`src/rtl/nes_pad_responder_if.sv`:
```
// Host-side NES pad bus: latch and shift clock from the host, serial data back.
// The host (poller) uses the master modport, the pad responder uses slave.
interface nes_pad_responder_if;
    logic nes_latch;
    logic nes_clk;
    logic controller_data;

    modport master (
        output nes_latch,
        output nes_clk,
        input  controller_data
    );

    modport slave (
        input  nes_latch,
        input  nes_clk,
        output controller_data
    );
endinterface

```
`src/rtl/nes_pad_responder.sv`:
```
// NES controller responder: serializes eight active-low buttons to an asynchronous host.
// Define NES_PAD_TURBO_EN to enable turbo masking of A/B.
module nes_pad_responder #(
    parameter int unsigned SYNC_STAGES = 2,
    parameter int unsigned TIMEOUT     = 4096,
    parameter int unsigned TURBO_DIV   = 2
) (
    input  logic                 clock,
    input  logic                 reset,
    nes_pad_responder_if.slave   pad,
    input  logic [7:0]           buttons_n,
    input  logic [1:0]           turbo_sel,
    output logic                 frame_done,
    output logic [3:0]           bits_sent
);

    typedef enum logic [1:0] {IDLE, LATCH, SHIFT, DONE} state_t;

    state_t                 state;
    logic [7:0]             shreg;
    logic [15:0]            tmo_cnt;
    logic                   data_q;
    logic [SYNC_STAGES-1:0] latch_sync;
    logic [SYNC_STAGES-1:0] clk_sync;
    logic                   latch_prev;
    logic                   clk_prev;
    logic                   latch_s;
    logic                   clk_s;
    logic                   latch_rise;
    logic                   latch_fall;
    logic                   clk_rise;
    logic [7:0]             load;

    always_ff @(posedge clock) begin
        if (reset) begin
            latch_sync <= '0;
            clk_sync   <= '0;
            latch_prev <= 1'b0;
            clk_prev   <= 1'b0;
        end else begin
            latch_sync <= {latch_sync[SYNC_STAGES-2:0], pad.nes_latch};
            clk_sync   <= {clk_sync[SYNC_STAGES-2:0], pad.nes_clk};
            latch_prev <= latch_s;
            clk_prev   <= clk_s;
        end
    end

    assign latch_s    = latch_sync[SYNC_STAGES-1];
    assign clk_s      = clk_sync[SYNC_STAGES-1];
    assign latch_rise = latch_s & ~latch_prev;
    assign latch_fall = ~latch_s & latch_prev;
    assign clk_rise   = clk_s & ~clk_prev;

`ifdef NES_PAD_TURBO_EN
    logic [TURBO_DIV:0] turbo_cnt;

    always_ff @(posedge clock) begin
        if (reset)
            turbo_cnt <= '0;
        else if (latch_rise)
            turbo_cnt <= turbo_cnt + 1'b1;
    end

    // Selected buttons read as released during the upper half of the turbo period.
    assign load = turbo_cnt[TURBO_DIV] ? (buttons_n | {6'b0, turbo_sel}) : buttons_n;
`else
    logic unused_turbo;
    assign unused_turbo = ^{turbo_sel, 1'(TURBO_DIV)};
    assign load         = buttons_n;
`endif

    // data_q is updated alongside shreg so the output stays registered.
    always_ff @(posedge clock) begin
        if (reset) begin
            state      <= IDLE;
            shreg      <= '1;
            tmo_cnt    <= '0;
            data_q     <= 1'b1;
            frame_done <= 1'b0;
            bits_sent  <= '0;
        end else begin
            frame_done <= 1'b0;
            if (latch_rise) begin
                state     <= LATCH;
                shreg     <= load;
                data_q    <= load[0];
                bits_sent <= '0;
            end else begin
                case (state)
                    IDLE: data_q <= 1'b1;
                    LATCH: begin
                        shreg     <= load;
                        data_q    <= load[0];
                        bits_sent <= '0;
                        if (latch_fall) begin
                            state   <= SHIFT;
                            tmo_cnt <= '0;
                        end
                    end
                    SHIFT: begin
                        if (clk_rise && !latch_s) begin
                            shreg     <= {1'b1, shreg[7:1]};
                            bits_sent <= bits_sent + 4'd1;
                            tmo_cnt   <= '0;
                            if (bits_sent == 4'd7) begin
                                state      <= DONE;
                                frame_done <= 1'b1;
                                data_q     <= 1'b1;
                            end else begin
                                data_q <= shreg[1];
                            end
                        end else if (tmo_cnt == 16'(TIMEOUT - 1)) begin
                            state  <= IDLE;
                            data_q <= 1'b1;
                        end else begin
                            tmo_cnt <= tmo_cnt + 16'd1;
                        end
                    end
                    DONE: data_q <= 1'b1;
                    default: begin
                        state  <= IDLE;
                        data_q <= 1'b1;
                    end
                endcase
            end
        end
    end

    assign pad.controller_data = data_q;

endmodule

```
`src/flat_wrapper.sv`:
```
// flat-port wrapper written by rule: the top's interface ports become plain ports
module nes_pad_responder_flat 
#(
    parameter int unsigned SYNC_STAGES = 2,
    parameter int unsigned TIMEOUT     = 4096,
    parameter int unsigned TURBO_DIV   = 2
)
  (clock, reset, buttons_n, turbo_sel, frame_done, bits_sent, pad_nes_latch, pad_nes_clk, pad_controller_data);
  nes_pad_responder_if pad_i ();
  input  logic clock;
  input  logic reset;
  input  logic [7:0] buttons_n;
  input  logic [1:0] turbo_sel;
  output logic frame_done;
  output logic [3:0] bits_sent;
  input wire logic [$bits(pad_i.nes_latch)-1:0] pad_nes_latch;
  input wire logic [$bits(pad_i.nes_clk)-1:0] pad_nes_clk;
  output wire logic [$bits(pad_i.controller_data)-1:0] pad_controller_data;
  assign pad_i.nes_latch = pad_nes_latch;
  assign pad_i.nes_clk = pad_nes_clk;
  assign pad_controller_data = pad_i.controller_data;
  nes_pad_responder #(.SYNC_STAGES(SYNC_STAGES), .TIMEOUT(TIMEOUT), .TURBO_DIV(TURBO_DIV)) u_core (.clock(clock), .reset(reset), .pad(pad_i), .buttons_n(buttons_n), .turbo_sel(turbo_sel), .frame_done(frame_done), .bits_sent(bits_sent));
endmodule
```
`config.mk`:
```
export PLATFORM = sky130hd
export DESIGN_NAME = nes_pad_responder_flat
export DESIGN_NICKNAME = d
export VERILOG_FILES = /design/src/rtl/nes_pad_responder_if.sv /design/src/rtl/nes_pad_responder.sv /design/src/flat_wrapper.sv
export SDC_FILE = /design/constraint.sdc
export NUM_CORES = 1
export LEC_CHECK = 0
export CORE_ASPECT_RATIO = 0.9
export CORE_MARGIN = 4
export CORE_UTILIZATION = 55
export CTS_CLUSTER_DIAMETER = 50
export DETAILED_ROUTE_END_ITERATION = 6
export GPL_TIMING_DRIVEN = 0
export PLACE_DENSITY_LB_ADDON = 0.25
export SLEW_MARGIN = 20
export SYNTH_ARGS = -nofsm -noshare
export SYNTH_HDL_FRONTEND = slang
export SYNTH_SLANG_ARGS = --single-unit
export TNS_END_PERCENT = 1
```
`constraint.sdc`:
```
create_clock -name clock -period 2.85 [get_ports clock]
set_input_delay 0.285 -clock clock [delete_from_list [all_inputs] [get_ports clock]]
set_output_delay 0.285 -clock clock [all_outputs]
set_load 0.03 [all_outputs]
```
Word level (Yosys, flattened, before mapping)
Cells that the tools add are included.
Cells by class
  add/subtract/negate cells: 2
  reductions and logical operators: 13
  $lt $le $gt $ge: 0
  divide/modulo/power cells: 0
  multiply operators: 0
  multiplexer cells: 21
  shifts and indexed selects: 0
  bitwise gates (word level): 9
  equal/unequal tests: 14
Operator list (count)
  2-to-1 mux 16 bit: 3
  case mux 16 bit (2 select lines): 1
  adder 16 x 1 -> 16 bit (second input constant): 1
  == test 16 x 12 -> 1 bit (second input constant): 1
  2-to-1 mux 8 bit: 2
  case mux 8 bit (2 select lines): 1
  AND reduction 4 bit: 3
  != test 3 x 1 -> 1 bit (second input constant): 3
  2-to-1 mux 2 bit: 4
  case mux 4 bit (2 select lines): 1
  2-to-1 mux 1 bit: 6
  NOT 1 bit: 6
  adder 4 x 1 -> 4 bit (second input constant): 1
  == test 2 bit (second input constant): 2
  == test 4 x 3 -> 1 bit (second input constant): 1
  2-to-1 mux 4 bit: 1
  != test 2 x 1 -> 1 bit (second input constant): 2
  != test 4 x 1 -> 1 bit (second input constant): 1
  != test 4 x 3 -> 1 bit (second input constant): 1
  case mux 2 bit (2 select lines): 1
  AND reduction 2 bit: 2
  OR reduction 2 bit: 2
  OR reduction 4 bit: 1
  AND 1 bit: 3
  other kinds (9): 9
Storage, ports and cells
  word-level logic and storage cells: 70
  memories: 0
  RAM bits: 0
  bits in latches: 0
  register bits after elaboration: 38
  ROM bits: 0
  input bits: 14

Depth between registers and ports, before layout
Gate-level depths: netlist (run 1).
  depth after elaboration: 6
  mapped depth: 9
  gate-level depth less buffers: 7

Worst setup path before layout (run 1)
Ideal clock, no wire load.
  kind: flip-flop to flip-flop
  from: register u_core.state[0]
  to: register u_core.tmo_cnt[13]
  setup slack: 0.870 ns
  stages on the path, launching flop included: 10
  required time: 2.791 ns
  buffers on the path: 2
  arrival: 1.921 ns
  path through: dfxtp_1 > inv_1 > ha_1 > nor2b_1 > a22o_1 > buf_2 > a21o_1 > buf_2 > or4_1 > nand2_1
On the way
  cells in the longest elaborated chain, start to end: 3
Ends and longest elaborated chain
  from (decl): RTL line nes_pad_responder.sv:19  | state_t state;
  from (signal assigned): RTL line nes_pad_responder.sv:75  | state <= IDLE;
  from (signal assigned): RTL line nes_pad_responder.sv:84  | state <= LATCH;
  from (signal assigned): RTL line nes_pad_responder.sv:96  | state <= SHIFT;
  == test 2 bit or == test 2 x 1 -> 1 bit (tied branches): RTL line nes_pad_responder.sv:89  | case (state)
  != test 3 x 2 -> 1 bit (no source line), or another cell as far along
  AND reduction 4 bit (no source line)
  to (signal assigned): RTL line nes_pad_responder.sv:116  | tmo_cnt <= tmo_cnt + 16'd1;
  to (decl): RTL line nes_pad_responder.sv:21  | logic [15:0] tmo_cnt;
Parallel ways exist; a longest one is shown, timed or not.
A chain may end at the register's enable or synchronous reset.

Worst setup path after layout (run 1)
  from: register u_core.state[0]
  to: register u_core.tmo_cnt[9]
The elaborated chain is that of the path after synthesis.

==> results.ini, run 1 <==
[sta]
max_slew_margin=0.5761
hold_viol=0
fin_crit_ns=2.354
holdWs_ns=0.4473
setup_viol=0
max_freq_mhz=424.7
drv_slew=0
rsz0062_at_grt=false
clock_skew_ns=0.01026
tns_ns=0
fin_ws_ns=0.4956
worstMarginPinSlew_ns=0.6301
fin_crit_sh=0.8261

[routing]
ant_nets=0
via_per_inst=5.961
vias=1675
drc=0
routedWlPerCell_um=14.77
drt_pass1_iterations=4
routed_wl_mm=4.149
detail_route.iter0.violations=134

[die]
io_pins=20
rows=19
initial_core_util=0.5944
die_h_um=63.46
die_width_um=69.62
dieArea_um2=4417
core_um2=3162

[cts]
cts_made_buffers=5
cts_tree=yes
clkTransAtPathRegs_ns=0.08
hold_buffers=0
clock-sinks=37
post_cts_buffers=0
htree_levels=2
clock_latency_ns=0.30
cts.path.max_buffers=2
cts_root_buffer=clkbuf_8
post_cts_resized=0

[synth]
syn_area_per_cell_um2=8.782
ys_seq_area_frac=0.3941
syn_area_um2=1879
synth_edf_count=0
async_flop_share=0
synth.net_count=233
ys_ff_latch=37
yosys_warnings=0
synth.distinct_cells=44
synthCells=214
synth_flop_cell=dfxtp_1

[worst_setup_path]
startpoint_type=flip-flop
cp_max_fo=10
critPathRequiredTime_ns=3.09
end_kind=flip-flop
worstPathArrival_ns=2.59
crit_type=flip-flop to flip-flop

[global_routing]
grt_max_degree=13
grt-ovfl-total=0
grt_usage=0.2066
grt_pass1_wl_mm=7.286
antenna_found_initial=0
grt_pass1_vias=1617

[cells_and_area]
drive_above_1_share=0.08787
regArea_um2=740.7
insertedDiodeCount=0
multiInputGateArea_um2=1087
nNetsFinal=257
finalNonFillerCells=281
fillerInstances=258
area_growth_pct=18.24

[place]
port_buffers=17
routabilityCongestion=0.9157
preCtsSetupSlack_ns=0.5924
hpwl_mm=2.997
dp.cells=273

[worst_hold_path]
hp-class=flip-flop to flip-flop

[pwr]
cellLeakagePower_uw=0.0007801
design_power_total_uw=1760
vdd_ir_drop_max_uv=625.5
power_density_nw_per_um2=791.9

[status]
status=complete, no violations

[job]
maxCapViolations=0

[per-layer routing]
layer  GRT usage  up-vias  share of wire
met4     0.07895        0          0.020
met1      0.2578      787           0.46
met2      0.3298       46           0.46
met3     0.06995        9          0.054
met5           0        -              0
li1            -      833              -
[state kept, by name (all words and copies together), names as in the netlist]
signal and count:
u_core.state 2, u_core.shreg 7, u_core.clk_sync 2, u_core.clk_prev 1, u_core.latch_sync 2, u_core.bits_sent 4
u_core.latch_prev 1, u_core.tmo_cnt 16, u_core.pad.controller_data 1, u_core.frame_done 1
[metrics by stage]
step	utilization	instance area [um^2]
CTS	0.7028	2222
global route	0.7028	2222
finish	0.7028	2222
floorplan	-	1879
detailed placement	0.6648	2102
global placement	0.6648	2102
[critical path: stages, from the launching register on]
cell and delay [ns]:
dfxtp_1 0.35, inv_1 0.08, ha_1 0.17, clkbuf_1 0.34, nand2_1 0.32, a21o_1 0.23, buf_2 0.17, or4_1 0.52
nand2_1 0.09
[kinds of logic (layout without fill, tap and decap cells)]
group	count (synthesis)	in the layout	synth area share
xor gates and xnor gates	5	5	0.02331
AOI/OAI and AO/OA	52	52	0.1731
adders and majority gates	5	5	0.03329
and+or+nand+nor	91	91	0.2756
muxes	13	13	0.07323
DFF	37	37	0.3941
buffers and inverters	11	36	0.02730
[layout make-up]
cell class	instances	share of cell area
tap	42	0.02365
inverter	2	0.003378
multi-input combinational	166	0.4893
buffer	9	0.01971
timing repair buffer	17	0.07658
sequential	37	0.3333
clock inverter	2	0.01689
clock buffer	6	0.03716
[synth_stat cells (2+ instances only)]
master / n / area (um^2)
mux2_2: 6 / 67.56
a22oi_1: 2 / 15.01
nand2b_1: 10 / 62.56
a31oi_1: 2 / 12.51
and2_1: 2 / 12.51
dfxtp_1: 37 / 740.7
nand3b_1: 3 / 22.52
and4_1: 5 / 43.79
or4_1: 4 / 30.03
buf_2: 2 / 10.01
inv_1: 2 / 7.510
and3_1: 2 / 12.51
a21o_1: 2 / 15.01
nand4_1: 8 / 50.05
o21ai_0: 13 / 65.06
or3_1: 5 / 31.28
a211oi_1: 3 / 22.52
a211o_1: 2 / 17.52
mux2i_1: 7 / 70.07
nor2b_1: 9 / 56.30
nand2_1: 13 / 48.80
nand3_1: 5 / 25.02
ha_1: 5 / 62.56
nor3_1: 4 / 20.02
clkbuf_1: 6 / 22.52
o211ai_1: 3 / 22.52
xnor2_1: 2 / 17.52
xor2_1: 3 / 26.28
a21oi_1: 17 / 85.08
nor2_1: 16 / 60.06
[report_power, final]
part	leakage [uW]	switching, uW	total [uW]	internal, uW
Clock	0.0000574	196	481	284
Combinational	0.000422	368	652	285
Sequential	0.000301	44.1	627	583
[placed cells by master (no fill, tap or decap), types with 2 or more instances in the layout]
master and n:
a211o_1 2, a211oi_1 3, a21o_1 2, a21oi_1 17, a22oi_1 2, a31oi_1 2, and2_1 2, and3_1 2
and4_1 5, buf_2 2, clkbuf_1 6, clkbuf_8 6, clkdlybuf4s50_1 17, dfxtp_1 37, ha_1 5, inv_1 2
mux2_2 6, mux2i_1 7, nand2_1 13, nand2b_1 10, nand3_1 5, nand3b_1 3, nand4_1 8, nor2_1 16
nor2b_1 9, nor3_1 4, o211ai_1 3, o21ai_0 13, or3_1 5, or4_1 4, xnor2_1 2, xor2_1 3
[worst paths after layout]
path	from	end	slack, ns	cells after the start
max	u_core.state[0]	u_core.tmo_cnt[9]	0.50	8
min	u_core.latch_sync[0]	u_core.latch_sync[1]	0.45	1
max reg2reg	u_core.state[0]	u_core.tmo_cnt[9]	0.50	8
min reg2reg	u_core.latch_sync[0]	u_core.latch_sync[1]	0.45	1
(Power assumes the default switching activity.)
==> run 2, diff against run 1 <==
==> constraint.sdc (replaced) <==
create_clock -name clock -period 2.24 [get_ports clock]
set_input_delay 0.224 -clock clock [delete_from_list [all_inputs] [get_ports clock]]
set_output_delay 0.224 -clock clock [all_outputs]
set_load 0.03 [all_outputs]
==> run 2 against run 1 <==
Effect of this change:
- hold slack lost 0.0017 ns
- first-iteration DRC count unchanged
- register-to-register slack got worse by 0.44 ns
- clock power increased by 27%
- flip-flop and latch count did not move
- routed wire length about the same
- critical path type unchanged
- largest cell class unchanged
- largest power group unchanged
- highest routed layer unchanged
==> results.ini, run 2 (synthesized netlist as in run 1, its figures left out) <==
[cells_and_area]
fillerInstances=257  ; -0.39%
drive_above_1_share=0.1088  ; +0.02092
regArea_um2=742.0  ; +0.17%
largest_register=u_core.tmo_cnt
insertedDiodeCount=0  ; unchanged
reg_top3=u_core.tmo_cnt (16), u_core.shreg (7), u_core.bits_sent (4)
area_growth_pct=18.97
final_area_um2=2236  ; +0.62%
layout_common_cells=dfxtp_1 (36), a21oi_1 (17), clkdlybuf4s50_1 (17), nor2_1 (16), o21ai_0 (13)
nNetsFinal=257  ; unchanged
multiInputGateArea_um2=1099  ; +1.0%
final_common_cell=dfxtp_1
largest_reg_flops=16  ; unchanged

[sta]
max_freq_mhz=458.1  ; +7.8%
holdWs_ns=0.4456  ; -0.001714 ns
worstMarginPinSlew_ns=0.5806  ; -0.04949 ns
rsz0062_at_grt=true
drv_slew=0  ; unchanged
clock_skew_ns=0.01082  ; +0.0005610 ns
fin_crit_sh=0.9746  ; +0.1485
hold_viol=0  ; unchanged
setup_viol=0  ; unchanged
fin_crit_ns=2.183  ; -0.1713 ns
tns_ns=0  ; unchanged
max_slew_margin=0.6121  ; +0.03603
fin_ws_ns=0.05689  ; -0.4387 ns

[pwr]
power.internal_uw=1474  ; +28%
clkPwrFrac=0.272  ; about the same
p_switching_uw=777.2  ; +28%
design_power_total_uw=2251  ; +28%
power_frac_seq=0.356  ; about the same
vdd_ir_drop_max_uv=799.8  ; +28%
cellLeakagePower_uw=0.0007844  ; +0.56%
power_density_nw_per_um2=1007  ; +27%
p_comb_frac=0.372  ; about the same
sw_frac_of_total=0.3453  ; about the same

[status]
status=complete, no violations

[place]
placed_cell_area_um2=2102  ; unchanged
routabilityCongestion=0.9157  ; unchanged
hpwl_mm=2.997  ; unchanged
port_buffers=17  ; unchanged
preCtsSetupSlack_ns=-0.01758  ; -0.6100 ns

[cts]
cts_tree=yes
clock-sinks=37  ; unchanged
hold_buffers=0  ; unchanged
post_cts_resized=1  ; +1
clkTransAtPathRegs_ns=0.08  ; about the same
clock_latency_ns=0.30  ; about the same
post_cts_buffers=0  ; unchanged
cts_made_buffers=5  ; unchanged
cts.path.max_buffers=2  ; unchanged
cts_root_buffer=clkbuf_8
htree_levels=2  ; unchanged

[job]
maxCapViolations=0  ; unchanged

[worst_setup_path]
cpPeakStageDelay_ns=0.52  ; about the same
worstPathArrival_ns=2.42  ; -0.17 ns
startpoint_type=flip-flop
crit_type=flip-flop to flip-flop
cp_common_cell=buf_2
critPathRequiredTime_ns=2.47  ; -0.62 ns
cp_num_buf_inv=3  ; unchanged
crit_slowest_cell=or4_1
critPathTopFamily=simple AND/OR/NAND/NOR gates
end_kind=flip-flop
reg2reg_setup_slack_ns=0.06  ; -0.44 ns
path_cells=inv_1 > ha_1 > nor2b_1 > a22o_1 > buf_2 > a21o_1 > buf_2 > or4_1 > nand2_1
cp_max_fo=10  ; unchanged

[die]
die_width_um=69.62  ; unchanged
core_um2=3162  ; unchanged
die_h_um=63.46  ; unchanged
rows=19  ; unchanged
dieArea_um2=4417  ; unchanged
io_pins=20  ; unchanged
initial_core_util=0.5944  ; unchanged

[global_routing]
grt_usage=0.2062  ; -0.0003342
antenna_found_initial=0  ; unchanged
grt_max_degree=13  ; unchanged
grt-ovfl-total=0  ; unchanged
grt_pass1_vias=1610  ; -0.43%
grt_pass1_wl_mm=7.258  ; -0.38%

[routing]
ant_nets=0  ; unchanged
via_per_inst=5.972  ; +0.18%
drt_pass1_iterations=4  ; unchanged
detail_route.iter0.violations=134  ; unchanged
drc=0  ; unchanged
routed_wl_mm=4.145  ; about the same
routedWlPerCell_um=14.75  ; about the same
vias=1678  ; +0.18%

[worst_hold_path]
hp-class=flip-flop to flip-flop

[run 2: cell counts in the layout (fill, tap and decap cells not counted)]
Identical to the previous run, type by type.
[run 2: layout make-up]
type | instances | area share
Buffer | 9 | 0.02015
Multi-Input combinational cell | 166 | 0.4913
Inverter | 2 | 0.003358
Sequential cell | 37 | 0.3318
Tap cell | 42 | 0.02350
Clock inverter | 2 | 0.01679
Timing Repair Buffer | 17 | 0.07611
Clock buffer | 6 | 0.03693
[run 2: layer usage]
metal	up-vias	wire length, um	GRT usage
li1	835	-	-
met1	796	1932	0.2578
met2	42	1941	0.3286
met3	5	217	0.06995
met4	0	53	0.07895
met5	-	0	0
[run 2: per-stage QoR]
step / std cells / util
after floorplan: 214 / -
after global placement: 273 / 0.6648
after detailed placement: 273 / 0.6648
after CTS: 281 / 0.7036
after global routing: 281 / 0.7072
final: 281 / 0.7072
[run 2: power by group through the flow]
stage          Combinational, uW  Sequential [uW]  Clock [uW]
2_1_floorplan                622              813           0
3_3_place_gp                 786              804           0
3_5_place_dp                 814              813           0
4_1_cts                      826              797         617
5_1_grt                      927              811         656
6_report                     838              801         612
[run 2: final timing paths]
path	start	endpoint	cells past startpoint
worst max-delay path	u_core.state[0]	u_core.tmo_cnt[9]	9
worst min-delay path	u_core.latch_sync[0]	u_core.latch_sync[1]	1
worst max register to register	u_core.state[0]	u_core.tmo_cnt[9]	9
worst min register to register	u_core.latch_sync[0]	u_core.latch_sync[1]	1
==> run 3, diff against run 2 <==
--- a/config.mk
+++ b/config.mk
@@ -7,9 +7,10 @@
 export LEC_CHECK = 0
 export CORE_ASPECT_RATIO = 0.9
 export CORE_MARGIN = 4
-export CORE_UTILIZATION = 55
+export CORE_UTILIZATION = 61
 export CTS_CLUSTER_DIAMETER = 50
 export DETAILED_ROUTE_END_ITERATION = 6
+export DONT_BUFFER_PORTS = 1
 export GPL_TIMING_DRIVEN = 0
 export PLACE_DENSITY_LB_ADDON = 0.25
 export SLEW_MARGIN = 20
==> run 3 against run 2 <==
Effect of this change:
- via count down 1.9%
- count of clock-buffer cells in the layout up 1
- register-to-register slack better by 0.05 ns
- clock skew down 0.0068 ns
- first-iteration DRC count down 27%
- die area down 8.7%
- critical path type unchanged
- global-route usage up 3.4 points
- hold slack worse by 0.44 ns
- core utilization down 0.26 points
- non-clock buffer count down 17
- routed wire length up 2.8%
==> results.ini, run 3 (synthesized netlist as in run 1, its figures left out) <==
[cells_and_area]
area_growth_pct=6.392
reg_top3=u_core.tmo_cnt (16), u_core.shreg (7), u_core.bits_sent (4)
layout_common_cells=dfxtp_1 (36), a21oi_1 (17), nor2_1 (16), nand2_1 (13), o21ai_0 (13)
fillerInstances=241  ; -6.2%
largest_reg_flops=16  ; unchanged
utilization=0.7046  ; -0.002577
drive_above_1_share=0.1086  ; -0.0001893
largest_register=u_core.tmo_cnt
final_common_cell=dfxtp_1
insertedDiodeCount=0  ; unchanged
nNetsFinal=240  ; -6.6%

[global_routing]
antenna_found_initial=0  ; unchanged
grt_usage=0.2403  ; +0.03407
grt-ovfl-total=0  ; unchanged
grt_max_degree=11  ; -2
grt_pass1_wl_mm=7.348  ; +1.2%
grt_pass1_vias=1615  ; +0.31%

[sta]
max_freq_mhz=469.1  ; +2.4%
drv_slew=0  ; unchanged
tns_ns=0  ; unchanged
hold_viol=0  ; unchanged
fin_crit_sh=0.9516  ; -0.02301
setup_viol=0  ; unchanged
clock_skew_ns=0.004056  ; -0.006765 ns
fin_ws_ns=0.1084  ; +0.05154 ns
max_slew_margin=0.5733  ; -0.03874
fin_crit_ns=2.132  ; -0.05154 ns
rsz0062_at_grt=false
worstMarginPinSlew_ns=0.6400  ; +0.05937 ns

[die]
dieArea_um2=4034  ; -8.7%
io_pins=20  ; unchanged
die_width_um=66.51  ; -4.5%
rows=18  ; -1
core_um2=2838  ; -10%
initial_core_util=0.6623  ; +0.06788
die_h_um=60.66  ; -4.4%

[worst_setup_path]
crit_slowest_cell=or4_4
path_cells=inv_1 > ha_2 > nor2b_1 > a22o_1 > buf_2 > a21o_1 > buf_2 > or4_4 > nand2_1
crit_type=flip-flop to flip-flop
end_kind=flip-flop
startpoint_type=flip-flop
cp_max_fo=10  ; unchanged
cpPeakStageDelay_ns=0.53  ; about the same
worstPathArrival_ns=2.43  ; about the same
cp_common_cell=buf_2
critPathRequiredTime_ns=2.54  ; +0.07 ns

[place]
routabilityCongestion=0.8449  ; -7.7%
hpwl_mm=3.079  ; +2.7%
preCtsSetupSlack_ns=0.01860  ; +0.03618 ns
port_buffers=0  ; -17

[routing]
detail_route.iter0.violations=98  ; -27%
drt_pass1_iterations=5  ; +1
via_per_inst=6.307  ; +5.6%
vias=1646  ; -1.9%
drc=0  ; unchanged
routed_wl_mm=4.260  ; +2.8%
ant_nets=0  ; unchanged
routedWlPerCell_um=16.32  ; +11%

[worst_hold_path]
hp-class=primary input to flip-flop

[cts]
cts.path.max_buffers=2  ; unchanged
clock-sinks=37  ; unchanged
cts_made_buffers=5  ; unchanged
cts_tree=yes
cts_root_buffer=clkbuf_4
hold_buffers=0  ; unchanged
clkTransAtPathRegs_ns=0.11  ; +0.03 ns
clock_latency_ns=0.34  ; +0.04 ns
htree_levels=2  ; unchanged

[pwr]
cellLeakagePower_uw=0.0006953  ; -11%
power_density_nw_per_um2=990.2  ; -1.6%
vdd_ir_drop_max_uv=808.4  ; +1.1%

[status]
status=complete, no violations

[job]
maxCapViolations=0  ; unchanged

-- run 3: final timing paths --
kind	startpoint	end	slack, ns	depth (start not counted)
worst max-delay path	u_core.state[1]	u_core.tmo_cnt[13]	0.11	9
worst min-delay path	pad_nes_latch	u_core.latch_sync[0]	0.002	1
worst max register to register	u_core.state[1]	u_core.tmo_cnt[13]	0.11	9
worst min register to register	u_core.latch_sync[0]	u_core.latch_sync[1]	0.46	1
-- run 3: critical path: cells and delay by family (launching register included) --
family	cells	cell delay [ns]
adder cells (fa/ha/maj)	1	0.24
AND/OR/NAND/NOR	3	0.69
AO/OA/AOI/OAI	2	0.36
buffers and inverters	3	0.44
flip-flops	1	0.35
-- run 3: metrics by stage --
| stage | std cells | hold WS (ns) | power, uW | instance area (um^2) |
|---|---|---|---|---|
| 6_report | 261 | 0.002101 | 1980 | 1999 |
| 3_3_place_gp | 254 | 0.3535 | 1546 | 1929 |
| 2_1_floorplan | 214 | 0.3522 | 1436 | 1879 |
| 4_1_cts | 261 | 0.006403 | 1963 | 1986 |
| 5_1_grt | 261 | 0.0005372 | 2115 | 1999 |
| 3_5_place_dp | 254 | 0.3686 | 1594 | 1929 |
-- run 3: report_power, final --
part | switching [uW] | total, uW | internal, uW
logic | 462 | 796 | 334
clock network | 217 | 365 | 148
registers | 75.1 | 818 | 743
-- run 3: cell type report --
type / instances / area, um^2 / share of cell area
multi-input combinational: 166 / 1100 / 0.5501
sequential: 37 / 742.0 / 0.3711
clock buffer: 7 / 55.05 / 0.02753
tap: 40 / 50.05 / 0.02503
buffer: 9 / 45.04 / 0.02253
inverter: 2 / 7.507 / 0.003755
-- run 3: timing repair --
action                                  4_1_cts  5_1_grt
resized for setup                             1        4
buffers inserted                              0        0
endpoints found under the setup margin        1        3
-- run 3: routing by layer --
metal | share of wire | track usage | vias up
met5 | 0 | 0 | -
met2 | 0.47 | 0.4031 | 60
met4 | 0.015 | 0.06957 | 0
met3 | 0.067 | 0.07963 | 10
li1 | - | - | 801
met1 | 0.45 | 0.2971 | 775
